**src/rtl/offset_ext_arbiter_if.sv**
```systemverilog
`default_nettype none
// ============================================================================
// Module      : offset_ext_arbiter_if
// Description : Bundle of the two request channels and the result channel of
//               the shared offset extender/adder.
//               slave  modport - the offset unit itself
//               master modport - the requesters plus the result consumer
// Revision    : 1.0 - initial release
// ============================================================================
interface offset_ext_arbiter_if #(
    parameter int OFF_W  = 22,
    parameter int DATA_W = 32
);
    logic              req0_valid;
    logic              req0_ready;
    logic [DATA_W-1:0] req0_base;
    logic [OFF_W-1:0]  req0_off;
    logic              req0_scale;

    logic              req1_valid;
    logic              req1_ready;
    logic [DATA_W-1:0] req1_base;
    logic [OFF_W-1:0]  req1_off;
    logic              req1_scale;

    logic              res_valid;
    logic              res_ready;
    logic [DATA_W-1:0] res_data;
    logic              res_id;
    logic              busy;

    modport slave (
        input  req0_valid, req0_base, req0_off, req0_scale,
        input  req1_valid, req1_base, req1_off, req1_scale,
        input  res_ready,
        output req0_ready, req1_ready,
        output res_valid, res_data, res_id, busy
    );

    modport master (
        output req0_valid, req0_base, req0_off, req0_scale,
        output req1_valid, req1_base, req1_off, req1_scale,
        output res_ready,
        input  req0_ready, req1_ready,
        input  res_valid, res_data, res_id, busy
    );
endinterface
`default_nettype wire

```
**src/rtl/offset_ext_arbiter.sv**
```systemverilog
`default_nettype none
// ============================================================================
// Module      : offset_ext_arbiter
// Description : Shared address-offset unit. Two requesters (0 = branch unit,
//               1 = load/store AGU) compete round-robin for one sign-extender
//               and adder. The granted request's offset is sign-extended,
//               optionally scaled by 4, added to its base and stored in a
//               one-entry result register (1-cycle latency, full throughput).
// Ports       : clk  - rising-edge clock
//               rst  - asynchronous active-high reset
//               bus  - slave side of offset_ext_arbiter_if (request channels
//                      0/1, result channel, busy)
// Revision    : 1.0 - initial release
// ============================================================================
module offset_ext_arbiter #(
    parameter int OFF_W  = 22,
    parameter int DATA_W = 32
) (
    input  wire                  clk,
    input  wire                  rst,
    offset_ext_arbiter_if.slave  bus
);
    localparam int c_EXT_W = DATA_W - OFF_W;

    logic              r_res_valid;
    logic [DATA_W-1:0] r_res_data;
    logic              r_res_id;
    logic              r_last;

    logic              w_free;
    logic              w_gnt0;
    logic              w_gnt1;
    logic              w_gnt_any;
    logic [DATA_W-1:0] w_base;
    logic [OFF_W-1:0]  w_off;
    logic              w_scale;
    logic [DATA_W-1:0] w_ext;
    logic [DATA_W-1:0] w_ext_sc;
    logic [DATA_W-1:0] w_sum;

    // The slot is free when empty or when the held result drains this cycle,
    // which lets a new result load behind the departing one.
    assign w_free = !r_res_valid || bus.res_ready;

    // Round-robin: a lone requester always wins; on a tie the one that was
    // not granted last wins. Grants are suppressed while reset is asserted.
    assign w_gnt0 = !rst && w_free && bus.req0_valid && (!bus.req1_valid ||  r_last);
    assign w_gnt1 = !rst && w_free && bus.req1_valid && (!bus.req0_valid || !r_last);
    assign w_gnt_any = w_gnt0 || w_gnt1;

    assign bus.req0_ready = w_gnt0;
    assign bus.req1_ready = w_gnt1;

    // Operand select follows the grant; when nothing is granted the sum is
    // unused, so requester 0 is a don't-care default.
    assign w_base  = w_gnt1 ? bus.req1_base  : bus.req0_base;
    assign w_off   = w_gnt1 ? bus.req1_off   : bus.req0_off;
    assign w_scale = w_gnt1 ? bus.req1_scale : bus.req0_scale;

    assign w_ext    = {{c_EXT_W{w_off[OFF_W-1]}}, w_off};
    // Scaling by 4 drops the top two bits; the add wraps modulo 2^DATA_W.
    assign w_ext_sc = w_scale ? {w_ext[DATA_W-3:0], 2'b00} : w_ext;
    assign w_sum    = w_base + w_ext_sc;

    always_ff @(posedge clk or posedge rst) begin
        if (rst) begin
            r_res_valid <= 1'b0;
            r_res_data  <= '0;
            r_res_id    <= 1'b0;
            r_last      <= 1'b1;   // requester 0 wins the first tie
        end else if (w_gnt_any) begin
            r_res_valid <= 1'b1;
            r_res_data  <= w_sum;
            r_res_id    <= w_gnt1;
            r_last      <= w_gnt1;
        end else if (r_res_valid && bus.res_ready) begin
            r_res_valid <= 1'b0;
        end
    end

    assign bus.res_valid = r_res_valid;
    assign bus.res_data  = r_res_data;
    assign bus.res_id    = r_res_id;
    assign bus.busy      = r_res_valid || bus.req0_valid || bus.req1_valid;
endmodule
`default_nettype wire

```
**src/flat_wrapper.sv**
```systemverilog
// flat-port wrapper written by rule: the top's interface ports become plain ports
module offset_ext_arbiter_flat 
#(
    parameter int OFF_W  = 22,
    parameter int DATA_W = 32
)
  (clk, rst, bus_req0_valid, bus_req0_base, bus_req0_off, bus_req0_scale, bus_req1_valid, bus_req1_base, bus_req1_off, bus_req1_scale, bus_res_ready, bus_req0_ready, bus_req1_ready, bus_res_valid, bus_res_data, bus_res_id, bus_busy);
  offset_ext_arbiter_if #(.OFF_W(OFF_W), .DATA_W(DATA_W)) bus_i ();
  input  wire clk;
  input  wire rst;
  input wire logic [$bits(bus_i.req0_valid)-1:0] bus_req0_valid;
  input wire logic [$bits(bus_i.req0_base)-1:0] bus_req0_base;
  input wire logic [$bits(bus_i.req0_off)-1:0] bus_req0_off;
  input wire logic [$bits(bus_i.req0_scale)-1:0] bus_req0_scale;
  input wire logic [$bits(bus_i.req1_valid)-1:0] bus_req1_valid;
  input wire logic [$bits(bus_i.req1_base)-1:0] bus_req1_base;
  input wire logic [$bits(bus_i.req1_off)-1:0] bus_req1_off;
  input wire logic [$bits(bus_i.req1_scale)-1:0] bus_req1_scale;
  input wire logic [$bits(bus_i.res_ready)-1:0] bus_res_ready;
  output wire logic [$bits(bus_i.req0_ready)-1:0] bus_req0_ready;
  output wire logic [$bits(bus_i.req1_ready)-1:0] bus_req1_ready;
  output wire logic [$bits(bus_i.res_valid)-1:0] bus_res_valid;
  output wire logic [$bits(bus_i.res_data)-1:0] bus_res_data;
  output wire logic [$bits(bus_i.res_id)-1:0] bus_res_id;
  output wire logic [$bits(bus_i.busy)-1:0] bus_busy;
  assign bus_i.req0_valid = bus_req0_valid;
  assign bus_i.req0_base = bus_req0_base;
  assign bus_i.req0_off = bus_req0_off;
  assign bus_i.req0_scale = bus_req0_scale;
  assign bus_i.req1_valid = bus_req1_valid;
  assign bus_i.req1_base = bus_req1_base;
  assign bus_i.req1_off = bus_req1_off;
  assign bus_i.req1_scale = bus_req1_scale;
  assign bus_i.res_ready = bus_res_ready;
  assign bus_req0_ready = bus_i.req0_ready;
  assign bus_req1_ready = bus_i.req1_ready;
  assign bus_res_valid = bus_i.res_valid;
  assign bus_res_data = bus_i.res_data;
  assign bus_res_id = bus_i.res_id;
  assign bus_busy = bus_i.busy;
  offset_ext_arbiter #(.OFF_W(OFF_W), .DATA_W(DATA_W)) u_core (.clk(clk), .rst(rst), .bus(bus_i));
endmodule
```
**config.mk**
```make
export PLATFORM = sky130hd
export DESIGN_NAME = offset_ext_arbiter_flat
export DESIGN_NICKNAME = d
export VERILOG_FILES = /design/src/rtl/offset_ext_arbiter_if.sv /design/src/rtl/offset_ext_arbiter.sv /design/src/flat_wrapper.sv
export SDC_FILE = /design/constraint.sdc
export NUM_CORES = 1
export LEC_CHECK = 0
export BUFFER_PORTS_ARGS = -buffer_cell sky130_fd_sc_hd__buf_2
export CAP_MARGIN = 20
export CORE_MARGIN = 5
export CORE_UTILIZATION = 40
export CTS_BUF_LIST = sky130_fd_sc_hd__clkbuf_8
export CTS_CLUSTER_SIZE = 24
export DETAILED_ROUTE_END_ITERATION = 12
export GPL_TIMING_DRIVEN = 0
export MAX_ROUTING_LAYER = met4
export PLACE_DENSITY = 0.69
export SLEW_MARGIN = 20
export SYNTH_ARGS = -nofsm -noshare
export SYNTH_HDL_FRONTEND = slang
export SYNTH_SLANG_ARGS = --single-unit
```
**constraint.sdc**
```tcl
create_clock -name clk -period 3.5 [get_ports clk]
set_input_delay 0.7 -clock clk [delete_from_list [all_inputs] [get_ports clk]]
set_output_delay 0.7 -clock clk [all_outputs]
set_load 0.05 [all_outputs]
```
== Word-level counts from Yosys, hierarchy flattened ==
Index checks and enable logic that the tools add are counted.
W data, S select, Z words.

* Register bits after elaboration: 35
* Bits of input ports: 115
* Output and inout port bits: 37
* Word-level logic and storage cells: 29

* $add $sub $neg: 1
* Muxes and demuxes: 6
* Reduce and logical (&&, ||, !) cells: 18

{| class="wikitable"
|+ Operator list
! kind !! count
|-
| $add A32 B32 Y32 || 1
|-
| $mux W32 || 1
|-
| $mux W23 || 1
|-
| $mux W22 || 1
|-
| $logic_and A1 B1 Y1 || 6
|-
| $logic_or A1 B1 Y1 || 6
|-
| $logic_not A1 Y1 || 5
|-
| $mux W1 || 3
|-
| $reduce_bool A2 Y1 || 1
|}

== Depth between registers and ports, before layout ==
* Word-level depth: 8
* Depth in mapped cells: 17
* Mapped depth without buffers: 14

== Worst setup path before layout ==
Ideal clock, no wire load.

* Path type: reg2reg
* From: register u_core.r_res_valid, in the netlist u_core.bus.res_valid
* To: register u_core.r_res_data[23], in the netlist u_core.bus.res_data[23]
* Setup time: 0.131 ns
* Arrival time: 3.990 ns
* Setup slack: -0.622 ns
* Stages on the path, launching flop included: 16
* Path buffers: 3
* Clock period less this slack: 4.122 ns
* Cell sequence: dfrtp_1 > nor2b_1 > nor2_1 > and3_1 > buf_2 > buf_2 > clkbuf_1 > a21oi_1 > ha_1 > and2_1 > and4_1 > o21ai_2 > a211oi_4 > o211ai_2 > and4_4 > or3_1

* Cells in the longest elaborated chain, start to end: 8
* Elaborated cells between the ends (all ways): 13
* Those cells by class: add/sub (1); mux (4); reduce/logical (8)

{| class="wikitable"
|+ RTL lines
! what !! RTL line !! RTL
|-
| start, declared || offset_ext_arbiter.sv:25 || <nowiki>logic r_res_valid;</nowiki>
|-
| start signal, assigned || offset_ext_arbiter.sv:67 || <nowiki>r_res_valid <= 1'b0;</nowiki>
|-
| start signal, assigned || offset_ext_arbiter.sv:72 || <nowiki>r_res_valid <= 1'b1;</nowiki>
|-
| start signal, assigned || offset_ext_arbiter.sv:77 || <nowiki>r_res_valid <= 1'b0;</nowiki>
|-
| $logic_not A1 Y1 * || offset_ext_arbiter.sv:43 || <nowiki>assign w_free = !r_res_valid || bus.res_ready;</nowiki>
|-
| $logic_or A1 B1 Y1 * || offset_ext_arbiter.sv:43 ||
|-
| $logic_and A1 B1 Y1 * (3 in a row) || offset_ext_arbiter.sv:48 || <nowiki>assign w_gnt1 = !rst && w_free && bus.req1_valid && (!bus.req0_valid || !r_last);</nowiki>
|-
| net bus_req1_ready || flat_wrapper.sv:21 || <nowiki>output wire logic [$bits(bus_i.req1_ready)-1:0] bus_req1_ready;</nowiki>
|-
| $mux W22 or $mux W1 (tied branches) || offset_ext_arbiter.sv:57, offset_ext_arbiter.sv:58 ||
|-
| $mux W23 || offset_ext_arbiter.sv:62 || <nowiki>assign w_ext_sc = w_scale ? {w_ext[DATA_W-3:0], 2'b00} : w_ext;</nowiki>
|-
| $add A32 B32 Y32 || offset_ext_arbiter.sv:63 || <nowiki>assign w_sum = w_base + w_ext_sc;</nowiki>
|-
| end signal, assigned || offset_ext_arbiter.sv:73 || <nowiki>r_res_data <= w_sum;</nowiki>
|-
| end, declared || offset_ext_arbiter.sv:26 || <nowiki>logic [DATA_W-1:0] r_res_data;</nowiki>
|}

Mark *: on every way through the listed nets, which the timed path passes. The rest lies on a longest branch.
A chain may end at the register's enable or synchronous reset.

== Worst setup path in the final report ==
* From: input rst
* To: register u_core.r_res_data[28], in the netlist u_core.bus.res_data[28]

* Cells in the longest elaborated chain, start to end: 7
* Elaborated cells between the ends (all ways): 12
* Those cells by class: add/sub (1); mux (4); reduce/logical (7)

{| class="wikitable"
|+ RTL lines
! what !! RTL line !! RTL
|-
| start, declared || flat_wrapper.sv:10 || <nowiki>input wire rst;</nowiki>
|-
| $logic_not A1 Y1 * || offset_ext_arbiter.sv:47, offset_ext_arbiter.sv:48 ||
|-
| $logic_and A1 B1 Y1 * || offset_ext_arbiter.sv:47, offset_ext_arbiter.sv:48 ||
|-
| $logic_and A1 B1 Y1 (2 in a row) || offset_ext_arbiter.sv:48 ||
|-
| $mux W22 or $mux W1 (tied branches) || offset_ext_arbiter.sv:57, offset_ext_arbiter.sv:58 ||
|-
| $mux W23 || offset_ext_arbiter.sv:62 ||
|-
| $add A32 B32 Y32 || offset_ext_arbiter.sv:63 ||
|}

Mark *: on every way between the ends. The rest lies on a longest branch, timed or not.

==> flow_metrics.py <==
metrics = {
    "run_status": {
        "outcome": "finished, final reports clean",
    },
    "clock_network": {
        "tritoncts": "built",
        "ctsLongestPathBuffers": 2,
        "cts_buffers": 5,
        "cts.sinks": 35,
        "cts.clk_slew.worst_paths_ps": 80,
        "cts_root_buffer": "clkbuf_8",
        "h-tree-depth": 2,
        "clock_latency_ps": 300,
    },
    "sta": {
        "fin_skew_ps": 7.04,
        "slew_headroom_pct": 47.0,
        "fmax_mhz": 292,
        "finalMaxSlewViolations": 0,
        "rsz0062_at_grt": "yes",
        "finalSetupViolations": 0,
        "fin_crit_sh_pct": 98.0,
        "finalHoldViolCount": 0,
        "tns_ps": 0,
        "period_needed_ps": 3430,
        "tightest_slew_ps": 794,
        "fin_ws_ps": 70.9,
        "whs_ps": 481,
    },
    "layout": {
        "stdcell_count": 831,
        "n_antenna_cell": 0,
        "ff_latch_area_um2": 878,
        "final_core_util_pct": 58.0,
        "nFillCells": 924,
        "multiInputGateArea_mm2": 0.00354,
        "areaGrowthSynthToFinish_pct": 42.4,
        "final_nets": 841,
        "drive_gt1_share_pct": 45.5,
    },
    "route": {
        "vias_per_cell": 5.75,
        "drc": 0,
        "postRouteAntennaNets": 0,
        "finalWirelength_mm": 14.8,
        "wl_per_cell_um": 17.8,
        "drtIter0Drc": 219,
        "via_count": 4775,
        "detail_route.first_pass.iterations": 5,
    },
    "synthesis": {
        "synth.cell_area_mm2": 0.00417,
        "synth_nets": 663,
        "synthFlopType": "dfrtp_1",
        "synth_xor_area_share_pct": 4.83,
        "synthDistinctLibCells": 55,
        "synth_compound_area_share_pct": 26.7,
        "syn_avg_cell_area_um2": 8.08,
        "synth_seq_area_share_pct": 21.0,
        "syn_inst": 516,
        "synth_top_family_by_area": "compound AO/OA/AOI/OAI gates",
        "synth-async-reset-ratio_pct": 100,
        "synthMuxAreaShare_pct": 14.7,
        "yosysWarningCount": 0,
        "synth_fa_ha_area_share_pct": 9.79,
        "synth_edf_count": 0,
        "synthSimpleGateAreaFrac_pct": 18.6,
        "ys_seq_elements": 35,
    },
    "placed_design": {
        "pre_cts_slack_ps": -625,
        "placed_cells": 802,
        "port_buffers": 150,
        "dpl.hpwl_mm": 11.2,
        "gp_congestion": 0.904,
    },
    "setup_path": {
        "path_class": "in -> reg",
        "cp-end-kind": "register",
        "cp.buffers_inverters": 3,
        "critPathLaunchType": "input pin",
        "cp.depth": 16,
        "worst_path_dominant_cell_family": "compound AO/OA/AOI/OAI gates",
        "cp_cell_sequence": "buf_2 -> nor2_4 -> and3_4 -> buf_12 -> buf_12 -> mux2i_4 -> nor2_4 -> ha_4 -> fa_2 -> a21oi_2 -> o211ai_1 -> a211o_1 -> and2_4 -> a211oi_4 -> o21a_1 -> o211ai_1",
        "worst_ep_required_time_ps": 3680,
        "worstPathArrival_ps": 3610,
        "worst-r2r-cell-count": 16,
        "path_max_fanout": 7,
        "slowest_delay_ps": 350,
        "cp_slowest_cell": "fa_2",
    },
    "grt": {
        "antenna_found_initial": 0,
        "grt_remaining_overflow": 0,
        "grt_max_degree": 36,
        "grt_use_total_pct": 22.7,
        "grt_pass1_vias": 4863,
        "grt_pass1_wl_mm": 22.8,
    },
    "die": {
        "rows": 37,
        "die_h_um": 112,
        "pin_count": 152,
        "die_area_mm2": 0.0126,
        "coreArea_mm2": 0.0102,
        "initial_core_util_pct": 40.7,
        "die_w_um": 112,
    },
    "pwr": {
        "internal_power_uw": 1380,
        "sw_frac_of_total_pct": 51.8,
        "clkPwrFrac_pct": 10.5,
        "power.density_mw_per_mm2": 484,
        "p_switching_uw": 1490,
        "comb_power_share_pct": 67.5,
        "p_leak_uw": 0.00271,
        "ir_drop_mv": 0.346,
        "p_seq_share_pct": 22.1,
    },
    "job": {
        "drv_cap": 0,
    },
    "hold_path": {
        "hold_path_depth": 1,
        "hold_class": "reg -> reg",
    },
}
-- flip-flops by register name, indices dropped and copies added, names as in the netlist --
register	count
u_core.bus.res_data	32
u_core.bus.res_id	1
u_core.bus.res_valid	1
u_core.r_last	1
-- cells in the mapped netlist (all sizes together) (10+ instances only) --
cell type | count | area, µm²
ha | 31 | 388
nor2b | 21 | 131
nor2 | 18 | 67.6
clkbuf | 21 | 82.6
o21ai | 35 | 179
buf | 13 | 60.1
mux2 | 33 | 372
nand2 | 57 | 214
inv | 10 | 37.5
dfrtp | 34 | 851
nand3 | 18 | 90.1
a21o | 13 | 97.6
mux2i | 24 | 240
xnor2 | 16 | 140
a21oi | 53 | 269
a211oi | 26 | 213
-- placed cells by master, fill, tap and decap left out, drive strengths merged, types with 2 or more instances in the layout --
cell type | synthesis | final
buf | 13 | 189
nand2 | 57 | 57
a21oi | 53 | 53
o21ai | 35 | 35
dfrtp | 34 | 34
mux2 | 33 | 33
ha | 31 | 31
a211oi | 26 | 26
mux2i | 24 | 24
nor2b | 21 | 21
clkbuf | 21 | 21
nand3 | 18 | 18
nor2 | 18 | 18
xnor2 | 16 | 16
a21o | 13 | 13
inv | 10 | 11
nand4 | 9 | 9
o21a | 8 | 8
xor2 | 7 | 7
o211ai | 6 | 6
and3 | 6 | 6
a211o | 5 | 5
and4 | 5 | 5
o21bai | 4 | 4
or3 | 4 | 4
nand2b | 4 | 4
and2 | 4 | 4
o311ai | 4 | 4
nor4 | 3 | 3
nor3 | 3 | 3
o31ai | 3 | 3
o2111ai | 3 | 3
a31o | 2 | 2
or2 | 2 | 2
a41oi | 2 | 2
-- logic make-up after synthesis --
logic type | count (synthesis)
muxes | 57
buffers and inverters | 44
AOI/OAI and AO/OA | 170
and+or+nand+nor | 155
DFF | 35
xor gates and xnor gates | 23
adders and majority gates | 32
-- repair_timing --
item                                   in CTS  in global routing
pin swaps                                  26                 33
cloned                                      0                  0
endpoints found under the hold margin       0                  0
gates resized for setup                    42                 64
setup endpoints to repair                  18                 19
hold buffers                                0                  0
buffers inserted                           20                  8
-- final cells by class --
| class | instances | area share [%] |
|---|---|---|
| Clock inverter | 3 | 0.274 |
| Buffer | 27 | 4.05 |
| Multi-Input combinational cell | 437 | 59.7 |
| Clock buffer | 5 | 1.16 |
| Timing Repair Buffer | 178 | 16.5 |
| Inverter | 10 | 0.632 |
| Tap cell | 136 | 2.87 |
| Sequential cell | 35 | 14.8 |
-- worst paths after layout --
path | startpoint | endpoint | slack [ps]
worst max-delay path | rst | u_core.bus.res_data[28]$_DFFE_PP0P_ | 70
worst min-delay path | u_core.bus.res_id$_DFFE_PP0P_ | u_core.bus.res_id$_DFFE_PP0P_ | 480
worst max register to register | u_core.bus.res_valid$_DFFE_PP0P_ | u_core.bus.res_data[28]$_DFFE_PP0P_ | 90
worst min register to register | u_core.bus.res_id$_DFFE_PP0P_ | u_core.bus.res_id$_DFFE_PP0P_ | 480
max in group asynchronous | rst | u_core.bus.res_valid$_DFFE_PP0P_ | 2370
min in group asynchronous | rst | u_core.bus.res_data[14]$_DFFE_PP0P_ | 580
-- through the flow --
step / instance area (µm²) / power, µW
floorplan: 4270 / 1900
global placement: 5190 / 2320
finish: 5940 / 2870
global route: 5940 / 3050
detailed placement: 5190 / 2340
CTS: 5610 / 2740
-- power by group through the flow --
stage               Clock, µW  Sequential, µW  Combinational [µW]
finish                    300             634                1940
floorplan                   0            1100                 793
detailed placement          0             642                1700
global placement            0             638                1680
global route              318             650                2080
CTS                       302             634                1800
-- per-layer routing --
metal,track usage [%],routed length (µm),vias up
li1,-,-,2269
met1,25.2,5740,2295
met2,41.0,7740,171
met3,3.34,725,40
met4,8.89,554,0
met5,-,0,-
Note: power is estimated with default switching activity, not from simulation.
